==> src/rtl/iir_coef_ctrl.sv <==
// Coefficient and flow controller between the sample source and the IIR filter.
// Host writes land in a shadow bank; a commit drains the filter and swaps banks atomically.
module iir_coef_ctrl #(
  parameter int N         = 8,
  parameter int MAX_INFL  = 4,
  parameter int DRAIN_MAX = 64,
  parameter int B0_RST    = 53,
  parameter int B1_RST    = 53,
  parameter int A1_RST    = 21
) (
  input  logic           CLK,
  input  logic           RST_n,
  input  logic           S_VIN,
  input  logic [N-1:0]   S_DIN,
  output logic           S_READY,
  output logic           F_VIN,
  output logic [N-1:0]   F_DIN,
  input  logic           F_VOUT,
  output logic [2*N-1:0] F_B,
  output logic [N-1:0]   F_A,
  input  logic           CFG_WE,
  input  logic [1:0]     CFG_ADDR,
  input  logic [N-1:0]   CFG_WDATA,
  input  logic           CFG_COMMIT,
  output logic           CFG_BUSY,
  output logic           SWAP_DONE,
  output logic [1:0]     ERR
);

  localparam int IW = $clog2(MAX_INFL + 1);
  localparam int DW = $clog2(DRAIN_MAX + 1);

  typedef enum logic [1:0] {
    RUN  = 2'd0,
    HOLD = 2'd1,
    SWAP = 2'd2
  } state_t;

  state_t state_q, state_d;

  logic [IW-1:0] infl_q, infl_d;
  logic [DW-1:0] drain_q, drain_d;
  logic [1:0]    err_q, err_d;
  logic          swap_done_q, swap_done_d;

  logic [N-1:0] b0_sh_q, b0_sh_d;
  logic [N-1:0] b1_sh_q, b1_sh_d;
  logic [N-1:0] a1_sh_q, a1_sh_d;
  logic [N-1:0] b0_act_q, b0_act_d;
  logic [N-1:0] b1_act_q, b1_act_d;
  logic [N-1:0] a1_act_q, a1_act_d;

  logic s_ready;
  logic cfg_busy;
  logic do_swap;
  logic force_swap;
  logic f_vin;
  logic inc;
  logic dec;
  logic cnt_err;

  always_ff @(posedge CLK or negedge RST_n) begin
    if (!RST_n) begin
      state_q <= RUN;
    end else begin
      state_q <= state_d;
    end
  end

  // HOLD leaves as soon as the filter is empty, or after DRAIN_MAX cycles regardless.
  always_comb begin
    state_d    = state_q;
    force_swap = 1'b0;
    case (state_q)
      RUN: begin
        if (CFG_COMMIT) begin
          state_d = HOLD;
        end
      end
      HOLD: begin
        if (infl_q == '0) begin
          state_d = SWAP;
        end else if (drain_q == DW'(DRAIN_MAX - 1)) begin
          state_d    = SWAP;
          force_swap = 1'b1;
        end
      end
      SWAP: begin
        state_d = RUN;
      end
      default: begin
        state_d = RUN;
      end
    endcase
  end

  always_comb begin
    s_ready  = (state_q == RUN);
    cfg_busy = (state_q != RUN);
    do_swap  = (state_q == SWAP);
  end

  assign f_vin     = S_VIN & s_ready;
  assign S_READY   = s_ready;
  assign CFG_BUSY  = cfg_busy;
  assign F_VIN     = f_vin;
  assign F_DIN     = S_DIN;
  assign F_B       = {b1_act_q, b0_act_q};
  assign F_A       = a1_act_q;
  assign SWAP_DONE = swap_done_q;
  assign ERR       = err_q;

  // Simultaneous accept and retire cancel out; out-of-range moves saturate and flag ERR[0].
  always_comb begin
    infl_d  = infl_q;
    cnt_err = 1'b0;
    inc     = f_vin & ~F_VOUT;
    dec     = F_VOUT & ~f_vin;
    if (inc) begin
      if (infl_q == IW'(MAX_INFL)) begin
        cnt_err = 1'b1;
      end else begin
        infl_d = infl_q + 1'b1;
      end
    end else if (dec) begin
      if (infl_q == '0) begin
        cnt_err = 1'b1;
      end else begin
        infl_d = infl_q - 1'b1;
      end
    end
  end

  always_comb begin
    drain_d = drain_q;
    if (state_q == RUN && CFG_COMMIT) begin
      drain_d = '0;
    end else if (state_q == HOLD) begin
      drain_d = drain_q + 1'b1;
    end
  end

  always_comb begin
    err_d       = err_q | {force_swap, cnt_err};
    swap_done_d = do_swap;
  end

  // Active copies the registered shadow, so a write landing in the SWAP cycle waits for the next commit.
  always_comb begin
    b0_sh_d  = b0_sh_q;
    b1_sh_d  = b1_sh_q;
    a1_sh_d  = a1_sh_q;
    b0_act_d = b0_act_q;
    b1_act_d = b1_act_q;
    a1_act_d = a1_act_q;
    if (CFG_WE) begin
      case (CFG_ADDR)
        2'd0:    b0_sh_d = CFG_WDATA;
        2'd1:    b1_sh_d = CFG_WDATA;
        2'd2:    a1_sh_d = CFG_WDATA;
        default: ;
      endcase
    end
    if (do_swap) begin
      b0_act_d = b0_sh_q;
      b1_act_d = b1_sh_q;
      a1_act_d = a1_sh_q;
    end
  end

  always_ff @(posedge CLK or negedge RST_n) begin
    if (!RST_n) begin
      infl_q      <= '0;
      drain_q     <= '0;
      err_q       <= '0;
      swap_done_q <= 1'b0;
      b0_sh_q     <= N'(B0_RST);
      b1_sh_q     <= N'(B1_RST);
      a1_sh_q     <= N'(A1_RST);
      b0_act_q    <= N'(B0_RST);
      b1_act_q    <= N'(B1_RST);
      a1_act_q    <= N'(A1_RST);
    end else begin
      infl_q      <= infl_d;
      drain_q     <= drain_d;
      err_q       <= err_d;
      swap_done_q <= swap_done_d;
      b0_sh_q     <= b0_sh_d;
      b1_sh_q     <= b1_sh_d;
      a1_sh_q     <= a1_sh_d;
      b0_act_q    <= b0_act_d;
      b1_act_q    <= b1_act_d;
      a1_act_q    <= a1_act_d;
    end
  end

endmodule

==> config.mk <==
export PLATFORM = sky130hd
export DESIGN_NAME = iir_coef_ctrl
export DESIGN_NICKNAME = d
export VERILOG_FILES = /design/src/rtl/iir_coef_ctrl.sv
export SDC_FILE = /design/constraint.sdc
export NUM_CORES = 1
export LEC_CHECK = 0
export CAP_MARGIN = 20
export CELL_PAD_IN_SITES_DETAIL_PLACEMENT = 1
export CELL_PAD_IN_SITES_GLOBAL_PLACEMENT = 1
export CORE_UTILIZATION = 50
export DETAILED_ROUTE_END_ITERATION = 8
export DONT_BUFFER_PORTS = 1
export GPL_TIMING_DRIVEN = 0
export PLACE_DENSITY = 0.77
export SETUP_SLACK_MARGIN = 0.1
export SYNTH_ARGS = -nofsm -noshare
export SYNTH_HDL_FRONTEND = slang
export SYNTH_SLANG_ARGS = --single-unit
==> constraint.sdc <==
create_clock -name CLK -period 2.5 [get_ports CLK]
set_input_delay 0.625 -clock CLK [delete_from_list [all_inputs] [get_ports CLK]]
set_output_delay 0.625 -clock CLK [all_outputs]
set_load 0.02 [all_outputs]
---- Yosys cells after proc, flatten, opt, wreduce, memory -nomap -nowiden ----
Cells that the tools add are included.
operators by class
  equality and inequality tests ........... 10
  muxes and demuxes ....................... 17
  add/subtract/negate cells ............... 3
  bitwise gates (word level) .............. 6
  reduce and logical (&&, ||, !) cells .... 12
operators with widths
  cell                                                                count
  7-bit two-way mux                                                   2
  3-bit two-way mux                                                   4
  2-bit AND reduction                                                 4
  7-bit by 1-bit adder with 7-bit output, second input constant       1
  7-bit by 6-bit == test with 1-bit output, second input constant     1
  1-bit two-way mux                                                   7
  2-bit two-way mux                                                   3
  2-bit inequality test, second input constant                        3
  2-bit nonzero test                                                  3
  2-bit by 1-bit == test with 1-bit output, second input constant     2
  2-bit == test, second input constant                                2
  2-bit logical NOT                                                   2
  2-bit case mux with 2 select lines                                  1
  3-bit by 1-bit adder with 3-bit output, second input constant       1
  1-bit AND                                                           3
  3-bit == test, second input constant                                1
  3-bit logical NOT                                                   1
  3-bit inequality test, second input constant                        1
  3-bit AND reduction                                                 1
  3-bit by 1-bit subtractor with 3-bit output, second input constant  1
  1-bit inverter                                                      2
  2-bit bitwise OR                                                    1
  1-bit logical AND                                                   1
word-level totals
  logic and storage cells ................. 59
  output and inout bits ................... 38
  register bits ........................... 63

---- Logic depth before layout (Yosys ltp) ----
Gate-level depths: netlist of run 1.
  word-level depth ........................ 7
  mapped depth ............................ 9

---- Least setup slack after synthesis of run 1 ----
OpenSTA, ideal clock, no wires.
  kind .................................... register to register
  from .................................... register state_q[1]
  to ...................................... register infl_q[2]
  path slack .............................. 0.181 ns
  buffers on the path ..................... 0
  cell stages (with the launch flop) ...... 10
  data arrival time ....................... 2.236 ns
  period minus slack after synthesis ...... 2.319 ns
  required time ........................... 2.417 ns
  cell sequence ........................... dfrtp_1 > nor2_1 > nand2_1 > inv_1 > ha_1 > inv_1 > fa_1 > nor4_1 > a222oi_1 > o21ai_0
between the ends
  longest elaborated chain between the ends .. 6
  elaborated cells on any way between the ends .. 10
RTL lines
  item                           line  text
  start, declared                39    state_t state_q, state_d;
  start signal, assigned         66    state_q <= state_d;
  2-bit logical NOT (*)          98    s_ready = (state_q == RUN);
  net S_READY                    15    output logic S_READY,
  1-bit AND (*)                  103   assign f_vin = S_VIN & s_ready;
  net F_VIN                      16    output logic F_VIN,
  1-bit inverter                 118   dec = F_VOUT & ~f_vin;
  1-bit AND                      118
  2-bit nonzero test (no line)   -
  3-bit AND reduction (no line)  -
  end signal, assigned           184   infl_q <= infl_d;
  end, declared                  41    logic [IW-1:0] infl_q, infl_d;
The timed path passes the listed nets; every way through them passes the cells marked *.
A chain may end at the register's enable or synchronous reset.

---- Worst setup path in the final report of run 1 ----
Same ends and word-level chain as after synthesis.

==> impl_metrics.tcl, run 1 <==
set metrics [dict create \
    status "completed" \
    ios 62 \
    max_slew_margin 0.6278 \
    nNetsFinal 227 \
    synth_async_sr_flop_share 1.000 \
    synthTopCellsByArea "dfrtp_1, dfstp_2, mux2_2, mux2_4, buf_4" \
    clk-insertion-delay-late_ns 0.34 \
    cts-root-buf "clkbuf_8" \
    globalplace.congestion 0.7496 \
    ir_drop_mv 0.5722 \
    finalSetupViolations 0 \
    avgSynthCellArea_sq_um 14.71 \
    place_area_sq_um 2839 \
    synthCells 187 \
    seqCellArea_sq_um 1604 \
    rsz0062_at_grt "no" \
    yosysSeqAreaShare 0.5830 \
    leakagePower_nw 1.421 \
    worst-path-max-fanout 6 \
    synth_nets 215 \
    antenna_cells 0 \
    yosysTopAreaCellShare 0.3729 \
    start_kind "flip-flop" \
    multi_input_area_sq_um 1041 \
    yosysTopAreaCell "dfrtp_1" \
    synth.cell_area_sq_um 2751 \
    cts_setup_buffers 0 \
    fin_skew_ns 0.008520 \
    dr.pass1.iters 4 \
    cts_sinks 63 \
    start_util 0.5286 \
    hold_viol_final 0 \
    crit_required_ns 2.76 \
    yosysMostFrequentCell "dfrtp_1" \
    grt_max_degree 42 \
    core_area_sq_um 5205 \
    worst-slew-pin-transition_ns 0.5578 \
    maxCapViolations 0 \
    drt_iter0_drc 81 \
    area_delta_synth_final_pct 12.69 \
    antenna_found_initial 0 \
    drt-total-wl_um 5601 \
    arrival_ns 2.41 \
    ys_warn_count 0 \
    final_core_util 0.5957 \
    numCtsBuffers 9 \
    synth_edf_count 0 \
    synthTopCellsByCount "dfrtp_1, mux2_2, dfstp_2" \
    cts_buffer_depth 2 \
    fillCellCount 493 \
    dieArea_sq_um 5803 \
    stdcell_area_sq_um 3100 \
    powerDensity_nw_per_um2 1268 \
    dp_hpwl_um 3747 \
    vias 1542 \
    rows 26 \
    grt_pass1_wl_um 9453 \
    finalHoldWorstSlack_ns 0.1206 \
    drive_gt1_frac 0.5245 \
    track_usage 0.2200 \
    wl_per_cell_um 20.44 \
    drcViolationCount 0 \
    vias_per_cell 5.628 \
    period_share 0.8565 \
    cp-end-kind "flip-flop" \
    gr-total-overflow 0 \
    synthFlopType "dfrtp_1" \
    ys_seq_elements 63 \
    synthDistinctLibCells 38 \
    cts-htree-levels 3 \
    die_h_um 76.18 \
    cts_tree "done" \
    cts.clk_slew.worst_paths_ns 0.08 \
    ant_nets 0 \
    hold_path.class "input port to asynchronous set/reset pin" \
    drv_slew 0 \
    io_buffers 0 \
    crit_type "flip-flop to flip-flop" \
    die_x_um 76.18 \
    period_minus_slack_ns 2.141 \
    max_freq_ghz 0.4670 \
    grt_pass1_vias 1744 \
]
==> stage by stage <==
step	power [W]	TNS [ns]	std cells	setup slack [ns]
2_1_floorplan	0.002691	0	187	0.1814
4_1_cts	0.003965	0	274	0.1299
6_report	0.003931	0	274	0.3588
5_1_grt	0.004163	0	274	0.1758
3_5_place_dp	0.002935	-0.06974	257	-0.06974
3_3_place_gp	0.002830	0	257	0.03485
==> report_power, final <==
part	internal (W)	switching [W]	leakage [nW]	total, W
logic	0.000540	0.000429	0.580	0.000970
registers	0.00145	0.000530	0.736	0.00198
clock network	0.000562	0.000417	0.105	0.000979
==> sequential cells by signal, summed over array words and instances (netlist names), 3 cells and up <==
name / flops
infl_q: 3
b1_sh_q: 8
b0_act_q: 8
F_A: 8
drain_q: 7
b0_sh_q: 8
b1_act_q: 8
a1_sh_q: 8
==> logic make-up after synthesis <==
group	after synthesis	synth area share
flops	63	0.5830
simple gates	33	0.07367
fa+ha+maj	4	0.02092
buf+inv	19	0.04593
mux	50	0.2296
xor+xnor	1	0.003184
compound gates	17	0.04365
==> layout by cell type, fill, tap and decap left out, drive strengths merged, types with 3 or more instances in the layout <==
| cell type | instances |
|---|---|
| o21ai | 3 |
| ha | 3 |
| nor2b | 3 |
| clkinv | 3 |
| dfstp | 22 |
| o31ai | 3 |
| buf | 14 |
| inv | 6 |
| nand2 | 7 |
| dfrtp | 41 |
| nor3b | 3 |
| nand4 | 3 |
| mux2 | 48 |
| nand3b | 3 |
| nor2 | 4 |
| nand3 | 3 |
| clkbuf | 9 |
==> critical path, cell delays in order, from the launching register on <==
cell and delay, ns:
dfrtp_1 0.45, nor2_4 0.22, nand2_1 0.12, inv_2 0.15, ha_4 0.19, inv_1 0.07, fa_1 0.42, nor4_1 0.24
a222oi_1 0.12, o21ai_0 0.08
==> timing repair <==
action | CTS | global route
hold endpoints to repair | 41 | 0
gates resized for setup | 2 | 3
cloned | 0 | 0
endpoints found under the setup margin | 2 | 2
hold buffers | 1 | 0
==> layout make-up <==
| class | instances | share of cell area |
|---|---|---|
| timing repair buffer | 1 | 0.006457 |
| tap | 70 | 0.02825 |
| clock inverter | 7 | 0.03148 |
| buffer | 13 | 0.03349 |
| multi-input combinational | 105 | 0.3358 |
| clock buffer | 9 | 0.03995 |
| inverter | 6 | 0.007264 |
| sequential | 63 | 0.5174 |
==> path summary, 6_finish.rpt <==
check	from	end	slack [ns]	cells after the start
hold / removal	RST_n	b0_sh_q[2]	0.12	0
min in group CLK	CFG_WDATA[2]	b1_sh_q[2]	0.43	1
setup / recovery	state_q[1]	infl_q[2]	0.36	9
setup reg to reg	state_q[1]	infl_q[2]	0.36	9
hold reg to reg	drain_q[5]	drain_q[5]	0.49	1
max in group asynchronous	RST_n	a1_sh_q[5]	2.16	1
==> metal layers <==
layer | vias to the layer above | global-route usage | share of wire | routed length, um
met1 | 798 | 0.2573 | 0.38 | 2137
met3 | 9 | 0.07904 | 0.071 | 396
met4 | 0 | 0.08654 | 0.014 | 79
li1 | 682 | - | - | -
met5 | - | 0 | 0 | 0
met2 | 53 | 0.3700 | 0.53 | 2988
Note: power is estimated with default switching activity, not from simulation.
==> inputs of run 2 (changes only) <==
--- a/config.mk
+++ b/config.mk
@@ -12,8 +12,10 @@
 export DETAILED_ROUTE_END_ITERATION = 8
 export DONT_BUFFER_PORTS = 1
 export GPL_TIMING_DRIVEN = 0
+export HOLD_SLACK_MARGIN = 0.12
 export PLACE_DENSITY = 0.77
 export SETUP_SLACK_MARGIN = 0.1
+export SKIP_LAST_GASP = 1
 export SYNTH_ARGS = -nofsm -noshare
 export SYNTH_HDL_FRONTEND = slang
 export SYNTH_SLANG_ARGS = --single-unit
==> impl_metrics.tcl, run 2 (synthesis gave the netlist of run 1 again) <==
set metrics [dict create \
    postLayoutSetupSlackWorst_ns 0.3574 \
    comb_power_share 0.249 \
    power.switching_w 0.001386 \
    multi_input_area_sq_um 1041 \
    globalplace.congestion 0.7496 \
    ant_nets 0 \
    rows 26 \
    power.share.clock 0.249 \
    cts.clk_slew.worst_paths_ns 0.08 \
    cp-end-kind "flip-flop" \
    clk-insertion-delay-late_ns 0.34 \
    grt_pass1_wl_um 9577 \
    ios 62 \
    cts-htree-levels 3 \
    status "completed" \
    worst-path-max-fanout 6 \
    nNetsFinal 228 \
    cts_buffer_depth 2 \
    fin_skew_ns 0.01137 \
    finalSetupViolations 0 \
    dp_hpwl_um 3747 \
    period_share 0.8570 \
    crit_required_ns 2.76 \
    numCtsBuffers 9 \
    die_h_um 76.18 \
    dp_cells 257 \
    grt_pass1_vias 1756 \
    fin_cells 275 \
    dr.pass1.iters 4 \
    arrival_ns 2.41 \
    gr-total-overflow 0 \
    drt-total-wl_um 5702 \
    layout_common_cells "dfrtp_1, mux2_2, dfstp_2" \
    drcViolationCount 0 \
    drv_slew 0 \
    dp_slack_ns -0.06974 \
    io_buffers 0 \
    die_x_um 76.18 \
    worst-slew-pin-transition_ns 0.6507 \
    wl_per_cell_um 20.73 \
    maxCapViolations 0 \
    seqCellArea_sq_um 1604 \
    ir_drop_mv 0.5698 \
    crit_type "flip-flop to flip-flop" \
    vias_per_cell 5.600 \
    powerDensity_nw_per_um2 1265 \
    seq_power_share 0.503 \
    hold_viol_final 0 \
    track_usage 0.2241 \
    area_delta_synth_final_pct 13.32 \
    max_freq_ghz 0.4667 \
    antenna_found_initial 0 \
    cts_tree "done" \
    cts-root-buf "clkbuf_8" \
    rsz0062_at_grt "no" \
    leakagePower_nw 1.429 \
    drive_gt1_frac 0.5220 \
    antenna_cells 0 \
    core_area_sq_um 5205 \
    vias 1540 \
    final_common_cell "dfrtp_1" \
    dieArea_sq_um 5803 \
    netSwitchingFraction 0.3516 \
    grt_max_degree 51 \
    start_util 0.5286 \
    start_kind "flip-flop" \
    period_minus_slack_ns 2.143 \
    drt_iter0_drc 114 \
    p_int_w 0.002557 \
    stdcell_area_sq_um 3118 \
    place_area_sq_um 2839 \
    max_slew_margin 0.5648 \
    cts_sinks 63 \
    hold_path.class "input port to asynchronous set/reset pin" \
    fillCellCount 494 \
    finalHoldWorstSlack_ns 0.1288 \
]
run 2: final timing paths:
path | to | startpoint | slack (ns) | cells past startpoint
worst max-delay path | infl_q[2] | state_q[1] | 0.36 | 9
worst min-delay path | b0_act_q[6] | RST_n | 0.13 | 1
worst max register to register | infl_q[2] | state_q[1] | 0.36 | 9
worst min register to register | drain_q[5] | drain_q[5] | 0.49 | 1
max in group asynchronous | b0_sh_q[5] | RST_n | 1.34 | 1
min in group CLK | b1_sh_q[2] | CFG_WDATA[2] | 0.43 | 1
run 2: what timing repair did:
action                     CTS  global route
resized for setup            2             3
hold buffers                 2             0
buffers inserted             0             0
setup endpoints to repair    2             2
hold endpoints to repair    50             0
run 2: metal layers:
metal | up-vias | global-route usage | part of all wire
met5 | - | 0 | 0
met2 | 53 | 0.3827 | 0.53
met3 | 9 | 0.07784 | 0.068
met1 | 797 | 0.2593 | 0.38
met4 | 0 | 0.08654 | 0.014
li1 | 681 | - | -
run 2: layout make-up:
| cell class | count | area share |
|---|---|---|
| Clock inverter | 7 | 0.03130 |
| Multi-Input combinational cell | 105 | 0.3339 |
| Timing Repair Buffer | 2 | 0.01204 |
| Buffer | 13 | 0.03331 |
| Clock buffer | 9 | 0.03973 |
| Tap cell | 70 | 0.02809 |
| Sequential cell | 63 | 0.5144 |
| Inverter | 6 | 0.007223 |
run 2: critical path, cell delays in order (launching register included):
cell	delay, ns
dfrtp_1	0.45
nor2_4	0.22
nand2_1	0.12
inv_2	0.15
ha_4	0.19
inv_1	0.07
fa_1	0.42
nor4_1	0.24
a222oi_1	0.12
o21ai_0	0.08
run 2: power groups by stage:
stage | logic, W | clock network [W] | registers [W]
2_1_floorplan | 0.000804 | 0 | 0.00189
6_report | 0.000980 | 0.000980 | 0.00198
5_1_grt | 0.00109 | 0.00106 | 0.00203
4_1_cts | 0.000985 | 0.000998 | 0.00199
3_5_place_dp | 0.000937 | 0 | 0.00200
3_3_place_gp | 0.000868 | 0 | 0.00196
run 2: per-stage QoR:
step / utilization / power [W] / TNS, ns
finish: 0.5990 / 0.003943 / 0
global route: 0.5990 / 0.004180 / 0
CTS: 0.5966 / 0.003975 / 0
detailed placement: 0.5454 / 0.002935 / -0.06974
global placement: 0.5454 / 0.002830 / 0
floorplan: - / 0.002691 / 0
